<file path="config.mk">
export PLATFORM = sky130hd
export DESIGN_NAME = mem_cmd_ctrl
export DESIGN_NICKNAME = d
export VERILOG_FILES = /design/src/rtl/mem_cmd_ctrl.sv
export SDC_FILE = /design/constraint.sdc
export NUM_CORES = 1
export LEC_CHECK = 0
export ABC_AREA = 1
export BUFFER_PORTS_ARGS = -buffer_cell sky130_fd_sc_hd__clkbuf_2
export CAP_MARGIN = 20
export CELL_PAD_IN_SITES_DETAIL_PLACEMENT = 0
export CELL_PAD_IN_SITES_GLOBAL_PLACEMENT = 1
export CORE_MARGIN = 2
export CORE_UTILIZATION = 39
export CTS_CLUSTER_DIAMETER = 80
export DETAILED_ROUTE_END_ITERATION = 12
export GPL_TIMING_DRIVEN = 0
export PLACE_DENSITY = 0.73
export SLEW_MARGIN = 15
export SYNTH_ARGS = -nofsm -noshare
export SYNTH_HDL_FRONTEND = slang
export SYNTH_SLANG_ARGS = --single-unit
</file>
<file path="constraint.sdc">
create_clock -name clk -period 2.02 [get_ports clk]
set_clock_uncertainty 0.1 [all_clocks]
set_input_delay 0.404 -clock clk [delete_from_list [all_inputs] [get_ports clk]]
set_output_delay 0.404 -clock clk [all_outputs]
set_load 0.02 [all_outputs]
</file>
<file path="src/rtl/mem_cmd_ctrl.sv">
// Command front-end for a single-port memory: buffers read/write commands in a FIFO and
// sequences them onto the memory pins. Define MEM_CTRL_STATS_EN to add wr_count/rd_count.
module mem_cmd_ctrl #(
  parameter int FIFO_DEPTH = 4,
  parameter int ADDR_W     = 5,
  parameter int DATA_W     = 8
) (
  input  logic              clk,
  input  logic              reset,
  input  logic              cmd_valid,
  output logic              cmd_ready,
  input  logic              cmd_write,
  input  logic [ADDR_W-1:0] cmd_addr,
  input  logic [DATA_W-1:0] cmd_wdata,
  output logic              rsp_valid,
  output logic [ADDR_W-1:0] rsp_addr,
  output logic [DATA_W-1:0] rsp_data,
  output logic              mem_read,
  output logic              mem_write,
  output logic [ADDR_W-1:0] mem_addr,
  output logic [DATA_W-1:0] mem_data_in,
  input  logic [DATA_W-1:0] mem_data_out
`ifdef MEM_CTRL_STATS_EN
  ,
  output logic [15:0]       wr_count,
  output logic [15:0]       rd_count
`endif
);

  localparam int PTR_W   = $clog2(FIFO_DEPTH);
  localparam int CNT_W   = PTR_W + 1;
  localparam int ENTRY_W = 1 + ADDR_W + DATA_W;

  typedef enum logic [1:0] {ST_IDLE, ST_WR, ST_RD, ST_CAP} state_t;

  logic [ENTRY_W-1:0] r_fifo [FIFO_DEPTH];
  logic [PTR_W-1:0]   r_wr_ptr;
  logic [PTR_W-1:0]   r_rd_ptr;
  logic [CNT_W-1:0]   r_count;
  state_t             r_state;
  logic               r_mem_read;
  logic               r_mem_write;
  logic [ADDR_W-1:0]  r_mem_addr;
  logic [DATA_W-1:0]  r_mem_data_in;
  logic               r_rsp_valid;
  logic [ADDR_W-1:0]  r_rsp_addr;
  logic [DATA_W-1:0]  r_rsp_data;

  logic               w_full;
  logic               w_cmd_ready;
  logic               w_push;
  logic               w_pop;
  logic [ENTRY_W-1:0] w_head;
  logic               w_head_write;
  logic [ADDR_W-1:0]  w_head_addr;
  logic [DATA_W-1:0]  w_head_data;

  assign w_full       = (r_count == CNT_W'(FIFO_DEPTH));
  assign w_cmd_ready  = !reset && !w_full;
  assign w_push       = cmd_valid && w_cmd_ready;
  // RD is the only state that cannot hand off to the next command.
  assign w_pop        = (r_state != ST_RD) && (r_count != '0);
  assign w_head       = r_fifo[r_rd_ptr];
  assign w_head_write = w_head[ENTRY_W-1];
  assign w_head_addr  = w_head[DATA_W +: ADDR_W];
  assign w_head_data  = w_head[DATA_W-1:0];

  always_ff @(posedge clk) begin
    if (w_push) begin
      r_fifo[r_wr_ptr] <= {cmd_write, cmd_addr, cmd_wdata};
    end
  end

  always_ff @(posedge clk) begin
    if (reset) begin
      r_wr_ptr <= '0;
      r_rd_ptr <= '0;
      r_count  <= '0;
    end else begin
      if (w_push) r_wr_ptr <= r_wr_ptr + PTR_W'(1);
      if (w_pop)  r_rd_ptr <= r_rd_ptr + PTR_W'(1);
      case ({w_push, w_pop})
        2'b10:   r_count <= r_count + CNT_W'(1);
        2'b01:   r_count <= r_count - CNT_W'(1);
        default: r_count <= r_count;
      endcase
    end
  end

  always_ff @(posedge clk) begin
    if (reset) begin
      r_state       <= ST_IDLE;
      r_mem_read    <= 1'b0;
      r_mem_write   <= 1'b0;
      r_mem_addr    <= '0;
      r_mem_data_in <= '0;
      r_rsp_valid   <= 1'b0;
      r_rsp_addr    <= '0;
      r_rsp_data    <= '0;
    end else begin
      r_rsp_valid <= 1'b0;
      case (r_state)
        ST_IDLE: r_state <= ST_IDLE;
        ST_WR: begin
          r_mem_write <= 1'b0;
          r_state     <= ST_IDLE;
        end
        ST_RD: begin
          r_mem_read <= 1'b0;
          r_state    <= ST_CAP;
        end
        ST_CAP: begin
          r_rsp_valid <= 1'b1;
          r_rsp_data  <= mem_data_out;
          r_rsp_addr  <= r_mem_addr;
          r_state     <= ST_IDLE;
        end
        default: r_state <= ST_IDLE;
      endcase
      // A pop dispatches the head command and overrides the exits chosen above.
      if (w_pop) begin
        r_mem_addr <= w_head_addr;
        if (w_head_write) begin
          r_mem_write   <= 1'b1;
          r_mem_read    <= 1'b0;
          r_mem_data_in <= w_head_data;
          r_state       <= ST_WR;
        end else begin
          r_mem_read  <= 1'b1;
          r_mem_write <= 1'b0;
          r_state     <= ST_RD;
        end
      end
    end
  end

`ifdef MEM_CTRL_STATS_EN
  logic [15:0] r_wr_count;
  logic [15:0] r_rd_count;

  always_ff @(posedge clk) begin
    if (reset) begin
      r_wr_count <= '0;
      r_rd_count <= '0;
    end else begin
      if (r_mem_write && (r_wr_count != 16'hFFFF)) r_wr_count <= r_wr_count + 16'd1;
      if (r_rsp_valid && (r_rd_count != 16'hFFFF)) r_rd_count <= r_rd_count + 16'd1;
    end
  end

  assign wr_count = r_wr_count;
  assign rd_count = r_rd_count;
`endif

  assign cmd_ready   = w_cmd_ready;
  assign mem_read    = r_mem_read;
  assign mem_write   = r_mem_write;
  assign mem_addr    = r_mem_addr;
  assign mem_data_in = r_mem_data_in;
  assign rsp_valid   = r_rsp_valid;
  assign rsp_addr    = r_rsp_addr;
  assign rsp_data    = r_rsp_data;

endmodule
</file>
==> reports/metrics.yaml, run 1 <==
logic_synthesis:
  syn_inst: 361
  seq_area_frac_synth_pct: 66.3
  synth_area_sq_um: 3740
  synth_area_leader_cell: "edfxtp_1"
  yosysTopAreaCellShare_pct: 44.9
  yosysWarnings: 0
  ys_types: 24
  synth_nets: 392
  synth_area_leaders: "edfxtp_1 (45%), dfxtp_1 (21%), nor2_1 (10%)"
  syn_avg_cell_area_sq_um: 10.4
  synth-seq-cells: 96
min_path:
  min_path_type: "in2reg"
sta:
  finalHoldViolCount: 0
  period_share_pct: 94.3
  drv_slew: 0
  relSlewSlack_pct: 65.9
  min_period_ns: 1.91
  finalSetupViolCount: 0
  max_freq_mhz: 525
  rsz0062_at_grt: "yes"
  worst_slew_pin_slew_ns: 0.511
critical_path:
  cp_cell_sequence: "nor2_4, a21oi_4, buf_6, ha_1, inv_1, fa_2, nor2_1, a21oi_1, nor2_1"
  critPathMostFrequentCell: "nor2_1"
  cp-startpoint: "r_count[1]$_SDFFE_PP0P_"
  crit_end: "r_count[1]$_SDFFE_PP0P_"
  crit_path_end_kind: "flip-flop"
  regToRegStartpoint: "r_count[1]$_SDFFE_PP0P_"
  crit_family: "adder cells"
  r2r-end: "r_count[1]$_SDFFE_PP0P_"
  crit_arrival_ns: 2.08
  r2r_slack_ns: 0.11
  reg2reg_depth: 9
  critPathMaxFanout: 10
  critPathBufInv: 2
  slowest_stage: "fa_2"
  start_kind: "flip-flop"
  path_depth: 9
  worst-setup-path-type: "reg2reg"
  required_ns: 2.19
  slowest_delay_ns: 0.53
clocking:
  clkTransAtPathRegs_ns: 0.10
  cts_made_buffers: 9
  cts_max_level: 3
  clock_latency_ns: 0.37
  root_buffer: "clkbuf_8"
  clockBufferDepth: 2
  cts_sinks: 96
  cts_tree: "yes"
final_layout:
  area_delta_synth_final_pct: 19.1
  final_nets: 459
  stdcell_area_sq_um: 4460
  nFillCells: 902
  antenna_cells: 0
  final_cell_mix: "nor2_1 (98), edfxtp_1 (56), clkbuf_2 (53), o21ai_0 (47), nand2_1 (39)"
  final_common_cell: "nor2_1"
  stdcell_count: 562
  drive_above_1_share_pct: 24.0
die:
  placementRows: 35
  core_area_sq_um: 9280
  die_x_um: 102
  fp.dieArea_sq_um: 10400
  die_h_um: 102
  initial_utilization_pct: 40.3
  io_pins: 55
detailed_routing:
  drtIter0Drc: 138
  ant_nets: 0
  drc_errors: 0
  wirelength_um: 7430
  vias_per_cell: 4.58
  routedWlPerCell_um: 13.2
  firstDrtPassIters: 4
  route.vias.total: 2576
placement:
  dp_cells: 544
  gp_congestion: 0.729
  dp_hpwl_um: 4920
  placed_area_sq_um: 4190
  io_buffers: 53
power:
  ir_worst_vdd_uv: 433
  p_leak_uw: 0.00178
  pwr_density_cell_nw_per_um2: 1340
global_routing:
  grt_util_all_layers_pct: 15.2
  overflow: 0
  grt_pass1_vias: 2303
  antenna_found_initial: 0
  grt_pass1_wl_um: 11700
  grt_max_degree: 19
run_status:
  outcome: "complete, no violations"
job:
  cap_violations: 0
[registers in the layout, summed over array words and instances, names as in the netlist, named ones only]
signal,count
r_fifo,56
mem_data_in,8
rsp_data,8
mem_addr,5
rsp_addr,5
r_count,3
r_rd_ptr,2
r_state,2
r_wr_ptr,2
mem_read,1
mem_write,1
rsp_valid,1
[timing repair]
action | CTS | global route
pin swaps | 1 | 2
gates resized for setup | 4 | 7
setup endpoints to repair | 1 | 10
setup buffers | 1 | 1
hold buffers | 0 | 0
[worst min-delay path by stage]
stage | from | endpoint | slack (ns) | depth (start not counted)
2_1_floorplan | r_rd_ptr[1]$_SDFFE_PP0P_ | flip-flop | 0.33 | 2
4_1_cts | reset | mem_write$_SDFFE_PP0P_ | 0.11 | 2
5_1_grt | reset | r_state[0]$_SDFF_PP0_ | 0.11 | 2
3_5_place_dp | r_rd_ptr[1]$_SDFFE_PP0P_ | r_rd_ptr[1]$_SDFFE_PP0P_ | 0.36 | 2
3_3_place_gp | r_rd_ptr[1]$_SDFFE_PP0P_ | r_rd_ptr[1]$_SDFFE_PP0P_ | 0.35 | 2
6_report | reset | mem_write$_SDFFE_PP0P_ | 0.11 | 2
[per-stage QoR]
step                      setup WS, ns  hold slack, ns  TNS (ns)  power (uW)  util [%]
after floorplan                 0.0992           0.333         0        4020         -
after global placement          -0.576           0.353    -31.57        4570      44.9
after detailed placement        -0.207           0.360     -8.00        4610      45.2
after CTS                       0.0131           0.112         0        5960      47.7
after global routing          -0.00733           0.113  -0.00733        6390      48.0
final                            0.115           0.113         0        5970      48.0
[logic make-up after synthesis]
| logic type | after synthesis | share of synthesized area [%] |
|---|---|---|
| fa+ha+maj | 6 | 2.21 |
| buf+inv | 40 | 5.35 |
| flops | 96 | 66.3 |
| simple gates | 151 | 16.3 |
| compound gates | 68 | 9.76 |
[routing by layer]
| layer | global-route usage (%) | vias up | share of wire, % |
|---|---|---|---|
| met5 | 0 | - | 0 |
| met4 | 6.77 | 0 | 1.5 |
| met3 | 3.49 | 13 | 4.2 |
| met2 | 23.6 | 59 | 47 |
| met1 | 20.5 | 1174 | 47 |
| li1 | - | 1330 | - |
[worst reg2reg max path: stages, from the launching register on]
cell and delay [ns]:
dfxtp_2 0.38, nor2_4 0.07, a21oi_4 0.16, buf_6 0.15, ha_1 0.14, inv_1 0.07
fa_2 0.53, nor2_1 0.04, a21oi_1 0.12, nor2_1 0.05
[cells in the mapped netlist]
master / instances
nand2_1: 39
nand3_2: 3
nand4_1: 1
clkbuf_1: 3
a21oi_4: 1
edfxtp_1: 56
ha_1: 5
nand3_4: 1
inv_1: 22
nor2_2: 3
o21ai_0: 48
o21ai_1: 1
buf_2: 4
a21oi_2: 2
fa_1: 1
buf_4: 2
dfxtp_1: 40
o22ai_1: 5
nand3_1: 2
a21oi_1: 11
buf_6: 5
nor2_1: 102
inv_2: 3
buf_1: 1
[where the power goes]
part | leakage [uW] | internal, uW | switching (uW)
Sequential | 0.000836 | 2360 | 176
Clock | 0.000103 | 596 | 711
Combinational | 0.000841 | 759 | 1370
Total | 0.00178 | 3710 | 2260
[cell type report]
cell class / count / area (sq um) / area share (%)
plain buffers: 15 / 110 / 2.47
well taps: 129 / 161 / 3.62
repair buffers: 56 / 295 / 6.63
flip-flops and latches: 96 / 2480 / 55.8
clock inverters: 7 / 83.8 / 1.88
inverters: 25 / 93.8 / 2.11
clock buffers: 9 / 124 / 2.78
multi-input cells: 225 / 1100 / 24.8
Power figures use the tool's default switching activity.
==> run 2, diff against run 1 <==
--- a/config.mk
+++ b/config.mk
@@ -5,16 +5,14 @@
 export SDC_FILE = /design/constraint.sdc
 export NUM_CORES = 1
 export LEC_CHECK = 0
-export ABC_AREA = 1
 export BUFFER_PORTS_ARGS = -buffer_cell sky130_fd_sc_hd__clkbuf_2
 export CAP_MARGIN = 20
 export CELL_PAD_IN_SITES_DETAIL_PLACEMENT = 0
 export CELL_PAD_IN_SITES_GLOBAL_PLACEMENT = 1
-export CORE_MARGIN = 2
-export CORE_UTILIZATION = 39
+export CORE_UTILIZATION = 41
 export CTS_CLUSTER_DIAMETER = 80
 export DETAILED_ROUTE_END_ITERATION = 12
-export GPL_TIMING_DRIVEN = 0
+export GPL_TIMING_DRIVEN = 1
 export PLACE_DENSITY = 0.73
 export SLEW_MARGIN = 15
 export SYNTH_ARGS = -nofsm -noshare
==> run 2 against run 1 <==
  * The flow now finishes with violations (setup timing)
  * Hold slack gained 0.036 ns
  * Non-clock buffer count grew 1
  * Die area fell by 10%
  * Wire length decreased by 14%
  * Synthesized cell count down 26%
  * Sequential share of layout area up 1.2 points
  * Power fell by 12%
  * Clock power decreased by 4%
  * Count of clock-buffer cells in the layout unchanged
  * Utilization up 2.4 points
  * Via count decreased by 15%
  * Fmax shrank 5.7%
  * Largest power group unchanged
==> reports/metrics.yaml, run 2 <==
logic_synthesis:
  syn_inst: 266
  synth_nets: 297
  yosysMostFrequentCell: "edfxtp_1"
  synth_area_leader_cell: "edfxtp_1"
  synth_common_cells: "edfxtp_1 (56), nand2_1 (43), dfxtp_1 (40)"
  yosysWarnings: 0
  synth_area_sq_um: 3660
  synth-edff-count: 56
  seq_area_frac_synth_pct: 67.9
  async_flop_share_pct: 0
  synth-seq-cells: 96
  ys_dominant_reg_cell: "edfxtp_1"
  yosysTopAreaCellShare_pct: 46.0
  ys_types: 32
  synth_area_leaders: "edfxtp_1 (46%), dfxtp_1 (22%), mux4_2 (7.4%)"
  syn_avg_cell_area_sq_um: 13.8
final_layout:
  area_delta_synth_final_pct: 19.6
  final_nets: 365
  regMostFlops: "r_fifo"
  antenna_cells: 0
  final_cell_mix: "edfxtp_1 (56), clkbuf_2 (54), nand2_1 (43), dfxtp_1 (37), a21oi_1 (26)"
  final_common_cell: "edfxtp_1"
  drive_above_1_share_pct: 32.4
  stdcell_area_sq_um: 4380
  largest_reg_flops: 56
global_routing:
  grt_pass1_vias: 2073
  overflow: 0
  grt_max_degree: 35
  antenna_found_initial: 0
  grt_util_all_layers_pct: 14.8
  grt_pass1_wl_um: 10100
clocking:
  root_buffer: "clkbuf_8"
  cts_sinks: 96
  postCtsHoldBufs: 0
  clkTransAtPathRegs_ns: 0.12
  cts_made_buffers: 9
  cts_tree: "yes"
  clock_latency_ns: 0.37
  cts_max_level: 3
  clockBufferDepth: 2
critical_path:
  worst-setup-path-type: "reg2reg"
  start_kind: "flip-flop"
  r2r_slack_ns: -0.0009
  critPathBufInv: 2
  crit_path_end_kind: "flip-flop"
  regToRegStartpoint: "r_count[1]$_SDFFE_PP0P_"
  slowest_stage: "dfxtp_4"
  required_ns: 2.21
  crit_family: "simple AND/OR/NAND/NOR gates"
  cp_cell_sequence: "nor3b_4, nor3_2, inv_1, ha_2, inv_2, fa_2, xor2_1, or3_1, a21oi_1"
  crit_arrival_ns: 2.21
  cp-startpoint: "r_count[1]$_SDFFE_PP0P_"
  critPathMaxFanout: 3
  slowest_delay_ns: 0.37
job:
  cap_violations: 0
sta:
  finalSetupViolCount: 1
  drv_slew: 0
  period_share_pct: 100
  rsz0062_at_grt: "yes"
  relSlewSlack_pct: 69.2
  min_period_ns: 2.02
  worst_slack_ns: -0.000857
  worst_slew_pin_slew_ns: 0.462
  max_freq_mhz: 495
  finalHoldViolCount: 0
detailed_routing:
  routedWlPerCell_um: 14.2
  vias_per_cell: 4.88
  wirelength_um: 6360
  drc_errors: 0
  firstDrtPassIters: 4
  ant_nets: 0
  route.vias.total: 2183
  drtIter0Drc: 52
run_status:
  violations: "setup timing"
  outcome: "finished, violations left"
placement:
  dp_hpwl_um: 4270
  io_buffers: 54
  gp_congestion: 0.712
  placed_area_sq_um: 4130
  dpl_worst_slack_ns: 0.0105
power:
  p_leak_uw: 0.00162
  ir_worst_vdd_uv: 403
  pwr_density_cell_nw_per_um2: 1200
  fin_total_pwr_uw: 5270
die:
  die_x_um: 96.5
  initial_utilization_pct: 42.2
  core_area_sq_um: 8680
  placementRows: 34
  die_h_um: 96.5
  fp.dieArea_sq_um: 9300
  io_pins: 55
min_path:
  min_path_type: "in2reg"
  hp-start: "cmd_wdata[0]"
==> run 2: final timing paths <==
check / to / cells after the start
worst max-delay path: r_count[2]$_SDFFE_PP0P_ / 9
worst min-delay path: r_fifo[0][0]$_DFFE_PP_ / 1
worst max register to register: r_count[2]$_SDFFE_PP0P_ / 9
worst min register to register: rsp_data[7]$_SDFFE_PP0P_ / 2
==> run 2: where the power goes <==
| part | internal (uW) | switching, uW |
|---|---|---|
| clock network | 503 | 758 |
| registers | 2320 | 154 |
| logic | 709 | 824 |
==> run 2: cells by family (layout without fill, tap and decap cells) <==
kind of cell               Yosys count  in the layout  synth area share [%]
DFF                                 96             96                  67.9
xor gates and xnor gates             2              2                 0.479
muxes                               24             24                  11.6
buffers and inverters               26             99                  3.15
AOI/OAI and AO/OA                   38             38                  5.64
adders and majority gates            6              6                  2.26
and+or+nand+nor                     74             74                  9.03
==> run 2: final cells by class <==
type / instances / area, sq um
Clock buffer: 9 / 124
Clock inverter: 7 / 83.8
Fill cell: 792 / 4300
Inverter: 11 / 41.3
Multi-Input combinational cell: 144 / 1080
Sequential cell: 96 / 2490
Tap cell: 108 / 135
Timing Repair Buffer: 72 / 418
==> run 2: timing repair <==
action                                  CTS  global route
pin swaps                                 3             3
buffers inserted                          2             3
endpoints found under the setup margin    1             1
resized for setup                         3             0
cloned                                    0             0
==> run 2: per-stage QoR <==
stage	TNS (ns)	hold slack [ns]	utilization (%)	std cells
after floorplan	0	0.353	-	266
after global placement	0	0.341	47.5	426
after detailed placement	0	0.348	47.5	426
after CTS	-0.00242	0.132	50.2	444
after global routing	-0.113	0.138	50.4	447
final	-0.000857	0.149	50.4	447
==> run 2: metal layers <==
metal | wire length, um | up-vias | GRT usage (%)
li1 | - | 1095 | -
met1 | 3050 | 1032 | 19.8
met2 | 2950 | 51 | 23.1
met3 | 311 | 5 | 3.99
met4 | 53 | 0 | 5.51
met5 | 0 | - | 0
